[src/rtl/dsp_seq_pkg.sv]
// Shared opmode codes and FSM state encoding for the DSP48A1 MAC sequencer.
package dsp_seq_pkg;

    localparam logic [7:0] OPM_ZERO  = 8'h00;
    localparam logic [7:0] OPM_FIRST = 8'h01;
    localparam logic [7:0] OPM_ACC   = 8'h09;
    localparam logic [7:0] OPM_HOLD  = 8'h08;

    typedef enum logic [1:0] {
        ACCUM = 2'd0,
        DRAIN = 2'd1,
        HOLD  = 2'd2
    } state_t;

endpackage

[src/rtl/opmode_delay.sv]
// Opmode shift register that lines the slice's opmode register up with its M register.
module opmode_delay #(
    parameter int OPM_DLY = 2
) (
    input  logic       clk,
    input  logic       rst,
    input  logic [7:0] opm_in,
    output logic [7:0] opm_out
);

    generate
        if (OPM_DLY == 0) begin : g_pass
            assign opm_out = opm_in;
        end else begin : g_sr
            logic [7:0] sr_p [OPM_DLY];

            always_ff @(posedge clk) begin
                if (rst) begin
                    for (int i = 0; i < OPM_DLY; i++) sr_p[i] <= '0;
                end else begin
                    sr_p[0] <= opm_in;
                    for (int i = 1; i < OPM_DLY; i++) sr_p[i] <= sr_p[i-1];
                end
            end

            assign opm_out = sr_p[OPM_DLY-1];
        end
    endgenerate

endmodule

[src/rtl/dsp_mac_sequencer.sv]
// Streams (a, b) pairs into a DSP48A1 slice and captures each N_TAPS-term dot product from P.
module dsp_mac_sequencer
    import dsp_seq_pkg::*;
#(
    parameter int N_TAPS  = 8,
    parameter int LAT     = 4,
    parameter int OPM_DLY = 2
) (
    input  logic        clk,
    input  logic        RST,
    input  logic        s_valid,
    output logic        s_ready,
    input  logic [17:0] s_a,
    input  logic [17:0] s_b,
    output logic        m_valid,
    input  logic        m_ready,
    output logic [47:0] m_data,
    output logic [17:0] dsp_a,
    output logic [17:0] dsp_b,
    output logic [7:0]  dsp_opmode,
    output logic        dsp_ce,
    output logic        dsp_rst,
    input  logic [47:0] dsp_p
);

    localparam int CNT_W = $clog2(N_TAPS);
    localparam int DRN_W = (LAT > 1) ? $clog2(LAT) : 1;
    localparam logic [CNT_W-1:0] LAST_TAP = CNT_W'(N_TAPS - 1);
    localparam logic [DRN_W-1:0] DRN_LOAD = DRN_W'(LAT - 1);

    state_t            state;
    logic [CNT_W-1:0]  cnt;
    logic [DRN_W-1:0]  drn_cnt;
    logic              accept;
    logic [7:0]        opm_issue;

    assign s_ready = (state == ACCUM);
    assign m_valid = (state == HOLD);
    // Gated with RST so the slice sees zeros while reset is held, even though s_ready is 1.
    assign accept  = s_valid & s_ready & ~RST;
    assign dsp_a   = accept ? s_a : '0;
    assign dsp_b   = accept ? s_b : '0;
    assign dsp_ce  = 1'b1;
    assign dsp_rst = RST;

    // A bubble before the first tap zeroes P; a bubble mid-sum freezes it.
    always_comb begin
        opm_issue = OPM_HOLD;
        if (state == ACCUM) begin
            if (accept) opm_issue = (cnt == '0) ? OPM_FIRST : OPM_ACC;
            else        opm_issue = (cnt == '0) ? OPM_ZERO  : OPM_HOLD;
        end
    end

    always_ff @(posedge clk) begin
        if (RST) begin
            state   <= ACCUM;
            cnt     <= '0;
            drn_cnt <= '0;
            m_data  <= '0;
        end else begin
            case (state)
                ACCUM: begin
                    if (accept) begin
                        if (cnt == LAST_TAP) begin
                            cnt     <= '0;
                            drn_cnt <= DRN_LOAD;
                            state   <= DRAIN;
                        end else begin
                            cnt <= cnt + 1'b1;
                        end
                    end
                end
                DRAIN: begin
                    // The last product reaches P in the cycle the counter hits zero.
                    if (drn_cnt == '0) begin
                        m_data <= dsp_p;
                        state  <= HOLD;
                    end else begin
                        drn_cnt <= drn_cnt - 1'b1;
                    end
                end
                HOLD: begin
                    if (m_ready) state <= ACCUM;
                end
                default: state <= ACCUM;
            endcase
        end
    end

    opmode_delay #(
        .OPM_DLY (OPM_DLY)
    ) u_opm_dly (
        .clk     (clk),
        .rst     (RST),
        .opm_in  (opm_issue),
        .opm_out (dsp_opmode)
    );

endmodule

[config.mk]
export PLATFORM = sky130hd
export DESIGN_NAME = dsp_mac_sequencer
export DESIGN_NICKNAME = d
export VERILOG_FILES = /design/src/rtl/dsp_seq_pkg.sv /design/src/rtl/opmode_delay.sv /design/src/rtl/dsp_mac_sequencer.sv
export SDC_FILE = /design/constraint.sdc
export NUM_CORES = 1
export LEC_CHECK = 0
export BUFFER_PORTS_ARGS = -buffer_cell sky130_fd_sc_hd__buf_2
export CORE_MARGIN = 5
export CORE_UTILIZATION = 43
export CTS_CLUSTER_SIZE = 20
export DETAILED_ROUTE_END_ITERATION = 8
export GPL_TIMING_DRIVEN = 1
export PLACE_DENSITY = 0.95
export SLEW_MARGIN = 10
export SYNTH_ARGS = -nofsm -noshare
export SYNTH_HDL_FRONTEND = slang
export SYNTH_SLANG_ARGS = --single-unit
[constraint.sdc]
create_clock -name clk -period 3.15 [get_ports clk]
set_clock_uncertainty 0.1 [all_clocks]
set_input_delay 0 -clock clk [delete_from_list [all_inputs] [get_ports clk]]
set_output_delay 0 -clock clk [all_outputs]
set_load 0.1 [all_outputs]
; ---- Word level (Yosys, flattened, before mapping)
; Memory sizes are Yosys's and may differ from the RTL's.
; Cells that the tools add are included.
[totals]
reg_bits = 55
mem_count = 1
mem_bits_rw = 16
output_inout_bits = 96
elab_cells = 49
[mem_list]
columns = name, depth, width, read_ports, rd_ports_with_merged_regs, write_ports, line
row1 = u_opm_dly.g_sr.sr_p, 2, 8, 2, 0, 2, opmode_delay.sv:15  ; logic [7:0] sr_p [OPM_DLY];
[classes]
bitwise_logic = 5
n_mux = 21
addsub = 2
reduce_logical = 8
eq_ne = 8
[ops]
columns = cell, n
row1 = 2-to-1 mux 18 bit, 2
row2 = 2-to-1 mux 4 bit, 4
row3 = 2-to-1 mux 8 bit, 2
row4 = 2-to-1 mux 2 bit, 7
row5 = AND reduction 4 bit, 2
row6 = inequality test 2 x 1 -> 1 bit (second input constant), 3
row7 = case mux 2 bit (3 select lines), 1
row8 = logical NOT 2 bit, 2
row9 = inequality test 2 bit (second input constant), 2
row10 = case mux 2 bit (2 select lines), 1
row11 = AND reduction 2 bit, 2
row12 = adder 3 x 1 -> 3 bit (second input constant), 1
row13 = equality test 3 bit (second input constant), 1
row14 = logical NOT 3 bit, 1
row15 = 2-to-1 mux 1 bit, 3
row16 = 2-to-1 mux 3 bit, 1
row17 = bitwise AND 1 bit, 2
row18 = equality test 2 x 1 -> 1 bit (second input constant), 1
row19 = equality test 2 bit (second input constant), 1
row20 = OR 1 bit, 2
row21 = nonzero test 2 bit, 1
row22 = subtractor 2 x 1 -> 2 bit (second input constant), 1
row23 = NOT 1 bit, 1

; ---- Logic depth before layout (Yosys ltp)
; Gate-level depths: netlist of the first run.
[depth]
ltp_word = 6
mapped_depth = 7
mapped_depth_nobuf = 5

; ---- Hierarchy
; From an unflattened synthesis of the first run, not the netlist that was laid out.
[unflattened]
cells_unflattened = 333
hier_area_um2 = 2812.7
[modules_own_cells]
columns = mod, cells_per_inst, area_each_um2, instances, seq_area_each_um2
row1 = dsp_mac_sequencer, 292, 2288.4, 1, 1101.1
row2 = opmode_delay, 41, 524.3, 1, 320.3

; ---- Least setup slack after synthesis of the first run
; Ideal clock, no wire load.
[synth_timing]
path_kind = register to register
start = reg state[1]
end = reg state[1]
path_stages_with_launch = 5
setup_time_ns = 0.071
slack_ns = 0.889
period_less_slack_ns = 2.261
required_time_ns = 2.979
arrival_time_ns = 2.089
path_cell_list = dfxtp_1 -> buf_6 -> nor2b_1 -> nand2b_1 -> a21oi_1
[synth_between]
word_cells_on_any_way = 11
cone_classes = eq/ne (6) / mux (1) / bitwise (2) / reduce/logical (2)
[synth_rtl]
columns = item, line
row1 = start: declaration, dsp_mac_sequencer.sv:31  ; state_t state;
row2 = start signal: assignment, dsp_mac_sequencer.sv:57  ; state <= ACCUM;
row3 = start signal: assignment, dsp_mac_sequencer.sv:68  ; state <= DRAIN;
row4 = start signal: assignment, dsp_mac_sequencer.sv:78  ; state <= HOLD;
row5 = equality test 2 bit *, --
row6 = via m_valid, dsp_mac_sequencer.sv:15  ; output logic m_valid,
row7 = inequality test 2 x 1 -> 1 bit (no source line), --
row8 = AND reduction 4 bit (no source line), --
; The timed path passes the listed nets; every way through them passes the cells marked *.
; A chain may end at the register's enable or synchronous reset.

; ---- Worst setup path after layout of the first run
[layout_timing]
start = reg drn_cnt[0]
end = reg m_data[44]
[layout_between]
elab_chain_len = 2
[layout_lines]
columns = item, line
row1 = start: declaration, dsp_mac_sequencer.sv:33  ; logic [DRN_W-1:0] drn_cnt;
row2 = start signal: assignment, dsp_mac_sequencer.sv:80  ; drn_cnt <= drn_cnt - 1'b1;
row3 = logical NOT 2 bit, dsp_mac_sequencer.sv:76  ; if (drn_cnt == '0) begin
row4 = AND reduction 2 bit (no source line), --
row5 = end signal: assignment, dsp_mac_sequencer.sv:77  ; m_data <= dsp_p;
row6 = end: declaration, dsp_mac_sequencer.sv:17  ; output logic [47:0] m_data,
; No other way between the ends.

==> results of run 1 <==
## placed cells by master (no fill, tap or decap), types with 3 or more instances in the layout
cell,Yosys,layout
a21oi_1,51,51
and2_1,36,36
buf_2,5,176
buf_4,15,3
clkbuf_8,0,10
conb_1,2,7
dfxtp_1,59,59
dlygate4sd3_1,0,50
ha_1,4,4
inv_1,5,5
nand2_1,99,99
nor2b_1,4,4
## path summary, 6_finish.rpt
kind         slack (ps)  startpoint                   endpoint  depth (start not counted)
max                 910  drn_cnt[0]                 m_data[44]                          6
min                  60         RST  u_opm_dly.g_sr.sr_p[0][0]                          3
max reg2reg         910  drn_cnt[0]                 m_data[44]                          6
min reg2reg         350  m_data[45]                 m_data[45]                          2
## sequential cells by signal, indices dropped and copies added (netlist names)
name,count
m_data,48
u_opm_dly.g_sr.sr_p,4
cnt,3
drn_cnt,2
state,2
## worst max-delay path: stages (launching register included)
cell and delay (ps):
dfxtp_1 320, inv_1 70, ha_1 230, nand3b_1 680, buf_4 500, nand2_1 110, a21oi_1 70
## metrics by stage
stage / instances / power [mW] / instance area (um^2) / worst slack, ps / hold WS (ps)
after floorplan: 318 / 1.00 / 2500 / 889 / 36.0
after global placement: 536 / 1.07 / 3300 / 1070 / 140
after detailed placement: 536 / 1.07 / 3300 / 961 / 148
after CTS: 602 / 1.81 / 4000 / 956 / 53.2
after global routing: 603 / 1.87 / 4010 / 729 / 89.4
final: 604 / 1.80 / 4010 / 906 / 64.1
## cell type report
| type | instances | area [um^2] | area share (%) |
|---|---|---|---|
| inverter | 5 | 18.8 | 0.468 |
| clock inverter | 6 | 63.8 | 1.59 |
| clock buffer | 10 | 138 | 3.43 |
| antenna | 2 | 5.00 | 0.125 |
| sequential | 59 | 1180 | 29.5 |
| timing repair buffer | 229 | 1400 | 35.0 |
| tap | 72 | 90.1 | 2.25 |
| multi-input combinational | 221 | 1110 | 27.7 |
## repair_timing
| item | CTS | global route |
|---|---|---|
| hold endpoints to repair | 50 | 0 |
| hold buffers | 50 | 0 |
| setup endpoints to repair | 0 | 0 |
## cell families after synthesis
group | count (synthesis) | synth area share (%)
flip-flops | 59 | 47.5
buffers and inverters | 38 | 8.71
multiplexers | 1 | 0.453
AO/OA/AOI/OAI | 58 | 12.1
adder cells (fa/ha/maj) | 4 | 2.01
AND/OR/NAND/NOR | 151 | 28.9
other | 2 | 0.302
## metal layers
metal / share of wire, % / track usage, % / vias to the layer above
met5: 0 / 0 / -
met4: 5.0 / 15.3 / 0
met3: 8.3 / 7.20 / 38
met2: 52 / 45.1 / 164
met1: 34 / 23.4 / 1307
li1: - / - / 1404
## power by group
group | total, mW | switching [mW] | leakage (nW) | internal [mW]
Sequential | 0.754 | 0.00278 | 0.476 | 0.751
Combinational | 0.356 | 0.248 | 1.36 | 0.108
Clock | 0.686 | 0.300 | 0.0987 | 0.386
==> flow_summary.yaml, run 1 <==
run_status:
  run_status: "complete, no violations"
synthesis:
  ys.flop_type: "dfxtp_1"
  synthArstFlopShare_pct: 0
  ys_seq_elements: 59
  synth-edff-count: 0
  yosysWarnings: 0
  ys_top_cells_by_area: "dfxtp_1 (48%), nand2_1 (15%), a21oi_1 (10%)"
  syn_inst: 313
  yosysUniqueCellTypes: 26
  synth_common_cells: "nand2_1 (99), dfxtp_1 (59), a21oi_1 (51), and2_1 (36), buf_4 (15)"
  synth_most_common_cell: "nand2_1"
  yosysSeqAreaShare_pct: 47.5
  synth_top_area_share_pct: 47.5
  yosys.area.top_type: "dfxtp_1"
  syn_area_mm2: 0.00249
  syn_avg_cell_area_um2: 7.94
clock_tree:
  cts_resized: 0
  cts_max_level: 3
  clockBufferDepth: 2
  cts_tree: "yes"
  clock_latency_ps: 330
  root_buffer: "clkbuf_8"
  clkTransAtPathRegs_ps: 60
  post-cts-setup-buffers: 0
  cts_sinks: 59
  cts_buffers: 9
route:
  antenna_left: 0
  routed_wl_um: 9090
  vias: 2913
  wire_per_inst_um: 15.0
  drc: 0
  drt_iter0_drc: 112
  drtPass1Iterations: 5
  vias_per_cell: 4.82
cells_and_area:
  final_core_util_pct: 71.9
  layout-drive-gt1-share_pct: 37.4
  syn_to_final_growth_pct: 61.2
  nNetsFinal: 617
  fillCellCount: 419
die:
  rows: 27
  die-area_mm2: 0.00740
  core-area_mm2: 0.00557
  dieWidth_um: 86.0
  die-height_um: 86.0
  start_util_pct: 44.6
  io_pins: 184
worst_setup_path:
  cp.required_ps: 3230
  worstSetupPathType: "reg -> reg"
  cp.arrival_ps: 2320
  cp_max_fo: 25
  cp-start-kind: "flip-flop"
  end_kind: "flip-flop"
global_route:
  antenna_found_initial: 1
  grt_pass1_wl_um: 14000
  first_global_vias: 3035
  grt_util_all_layers_pct: 24.4
  grt-ovfl-total: 0
  grt_max_degree: 60
placement:
  portBuffers: 176
  place_congestion: 0.840
  hpwl_um: 5490
power:
  irDropWorstVdd_mv: 0.240
  power.leakage_nw: 1.93
  cellPowerDensity_mw_per_mm2: 448
timing:
  rsz0062_at_grt: "false"
  finalHoldViolCount: 0
  setup_viol: 0
  slew_headroom_pct: 35.9
  finalMaxSlewViolations: 0
  fin_crit_ps: 2240
  period_share_pct: 71.2
  max_freq_ghz: 0.446
  tns_ps: 0
  tightest_slew_ps: 959
worst_hold_path:
  hp-class: "in -> reg"
job:
  maxCapViolCount: 0
(Power assumes the default switching activity.)
==> inputs of run 2 (changes only) <==
Settings changed: ABC_AREA from default to 1, CORE_UTILIZATION 43 to 37, PLACE_DENSITY 0.95 to 0.88.
Clock period 3.15 ns to 2.05 ns, I/O delays scaled along.
==> flow_summary.yaml, run 2 <==
timing:
  setup_viol: 0
  tns_ps: 0
  max_freq_ghz: 0.524
  rsz0062_at_grt: "false"
  tightest_slew_ps: 831
  finalMaxSlewViolations: 0
  slew_headroom_pct: 44.5
  finalHoldViolCount: 0
  fin_crit_ps: 1910
  period_share_pct: 93.1
power:
  switchingPower_uw: 956
  switching_share_pct: 31.4
  p_seq_share_pct: 38.2
  comb_power_share_pct: 22.9
  cellPowerDensity_mw_per_mm2: 686
  irDropWorstVdd_mv: 0.623
  clkPwrFrac_pct: 38.9
  power.leakage_nw: 2.42
  power.internal_mw: 2.09
die:
  die-area_mm2: 0.00860
  die-height_um: 92.8
  rows: 30
  io_pins: 184
  core-area_mm2: 0.00672
  dieWidth_um: 92.8
  start_util_pct: 37.7
synthesis:
  synth_most_common_cell: "nor2_1"
  syn_inst: 354
  yosysSeqAreaShare_pct: 46.6
  ys_top_cells_by_area: "dfxtp_1 (47%), nor2_1 (19%), inv_1 (6.8%)"
  yosysWarnings: 0
  yosys.area.top_type: "dfxtp_1"
  synth_top_area_share_pct: 46.6
  ys_seq_elements: 59
  syn_avg_cell_area_um2: 7.16
  ys.flop_type: "dfxtp_1"
  synthArstFlopShare_pct: 0
  synth-edff-count: 0
  syn_area_mm2: 0.00253
  yosysUniqueCellTypes: 21
  synth_common_cells: "nor2_1 (127), dfxtp_1 (59), inv_1 (46), o21ai_0 (28), o21ai_1 (20)"
route:
  drtPass1Iterations: 5
  wire_per_inst_um: 14.0
  vias_per_cell: 4.75
  routed_wl_um: 9190
  drt_iter0_drc: 124
  antenna_left: 0
  drc: 0
  vias: 3118
placement:
  hpwl_um: 5750
  portBuffers: 176
  place_congestion: 0.750
  postPlaceCellArea_mm2: 0.00362
  placed_cells: 589
worst_setup_path:
  cp_max_fo: 36
  path_cells: "nor2_4, nand2_2, nor2_4, inv_6, nor2_2, buf_4"
  end_kind: "output pin"
  cp-start-kind: "flip-flop"
  cp.required_ps: 1950
  crit_slowest_cell: "dfxtp_2"
  cpPeakStageDelay_ps: 360
  worstSetupPathType: "reg -> out"
  crit_path_frequent_cell: "nor2_4"
  cp.arrival_ps: 1810
cells_and_area:
  design_area_mm2: 0.00444
  largest_registers: "m_data: 48 flops, u_opm_dly.g_sr.sr_p: 4 flops, cnt: 3 flops"
  largest_reg_flops: 48
  nNetsFinal: 663
  final_common_cell: "buf_2"
  final_cell_mix: "buf_2 (140), nor2_1 (101), dfxtp_1 (57)"
  antennaDiodeCount: 0
  layout-drive-gt1-share_pct: 41.1
  stdcell_count: 656
  regMostFlops: "m_data"
  syn_to_final_growth_pct: 75.2
  final_core_util_pct: 66.1
job:
  maxCapViolCount: 0
clock_tree:
  cts_sinks: 59
  cts_tree: "yes"
  clockBufferDepth: 2
  root_buffer: "clkbuf_8"
  cts_max_level: 3
  clkTransAtPathRegs_ps: 70
  cts_buffers: 9
  clock_latency_ps: 330
global_route:
  grt_max_degree: 50
  grt-ovfl-total: 0
  grt_util_all_layers_pct: 21.2
  grt_pass1_wl_um: 14600
  antenna_found_initial: 0
  first_global_vias: 3205
run_status:
  run_status: "complete, no violations"
worst_hold_path:
  hp-class: "in -> out"
==> run 2: power by group through the flow <==
| stage | Combinational, mW | Clock [mW] | Sequential [mW] |
|---|---|---|---|
| floorplan | 0.455 | 0 | 1.20 |
| global placement | 0.590 | 0 | 1.19 |
| detailed placement | 0.596 | 0 | 1.19 |
| CTS | 0.690 | 1.20 | 1.16 |
| global route | 0.728 | 1.26 | 1.16 |
| finish | 0.696 | 1.18 | 1.16 |
==> run 2: cell families (layout without fill, tap and decap cells) <==
family          count (synthesis)  after routing  share of synthesized area (%)
flops                          59             59                           46.6
buf+inv                        77            294                           14.9
simple gates                  159            159                           25.7
other cells                     2              7                          0.296
fa+ha+maj                       4              4                           1.98
compound gates                 53             53                           10.5
==> run 2: what timing repair did <==
action                     in CTS  in global routing
hold endpoints to repair       57                  0
setup buffers                   0                  0
setup endpoints to repair      33                 36
hold buffers                   51                  0
resized for setup              33                  1
==> run 2: per-stage QoR <==
stage | power (mW) | hold slack [ps] | worst slack [ps]
final | 3.04 | 285 | 142
after global routing | 3.16 | 300 | 38.0
after CTS | 3.06 | 287 | 19.8
after detailed placement | 1.79 | 128 | 288
after global placement | 1.78 | 121 | 332
after floorplan | 1.66 | -38.3 | -143
==> run 2: layer usage <==
layer  global-route usage [%]  wire (um)
met2                     36.1       4420
met1                     22.1       3260
met5                        0          0
met3                     8.04       1190
met4                     12.3        316
==> run 2: path summary, 6_finish.rpt <==
| kind | from | end | slack, ps | depth (start not counted) |
|---|---|---|---|---|
| worst min register to register | u_opm_dly.g_sr.sr_p[0][3] | u_opm_dly.g_sr.sr_p[0][11] | 300 | 2 |
| worst max register to register | drn_cnt[0] | m_data[18] | 160 | 7 |
| worst min-delay path | s_a[10] | dsp_a[10] | 280 | 4 |
| worst max-delay path | state[0] | dsp_b[17] | 140 | 6 |
==> run 2: final cells by class <==
cell class                      instances  area (um^2)
Clock inverter                          4         73.8
Timing Repair Buffer                  229         1530
Sequential cell                        59         1180
Clock buffer                           12          145
Fill cell                             484         2280
Inverter                               49          189
Multi-Input combinational cell        223         1210
Tap cell                               80          100
==> run 2: critical path: cells and delay by family, from the launching register on <==
family	cells	cell delay (ps)
flops	1	360
buf+inv	2	540
simple gates	4	560
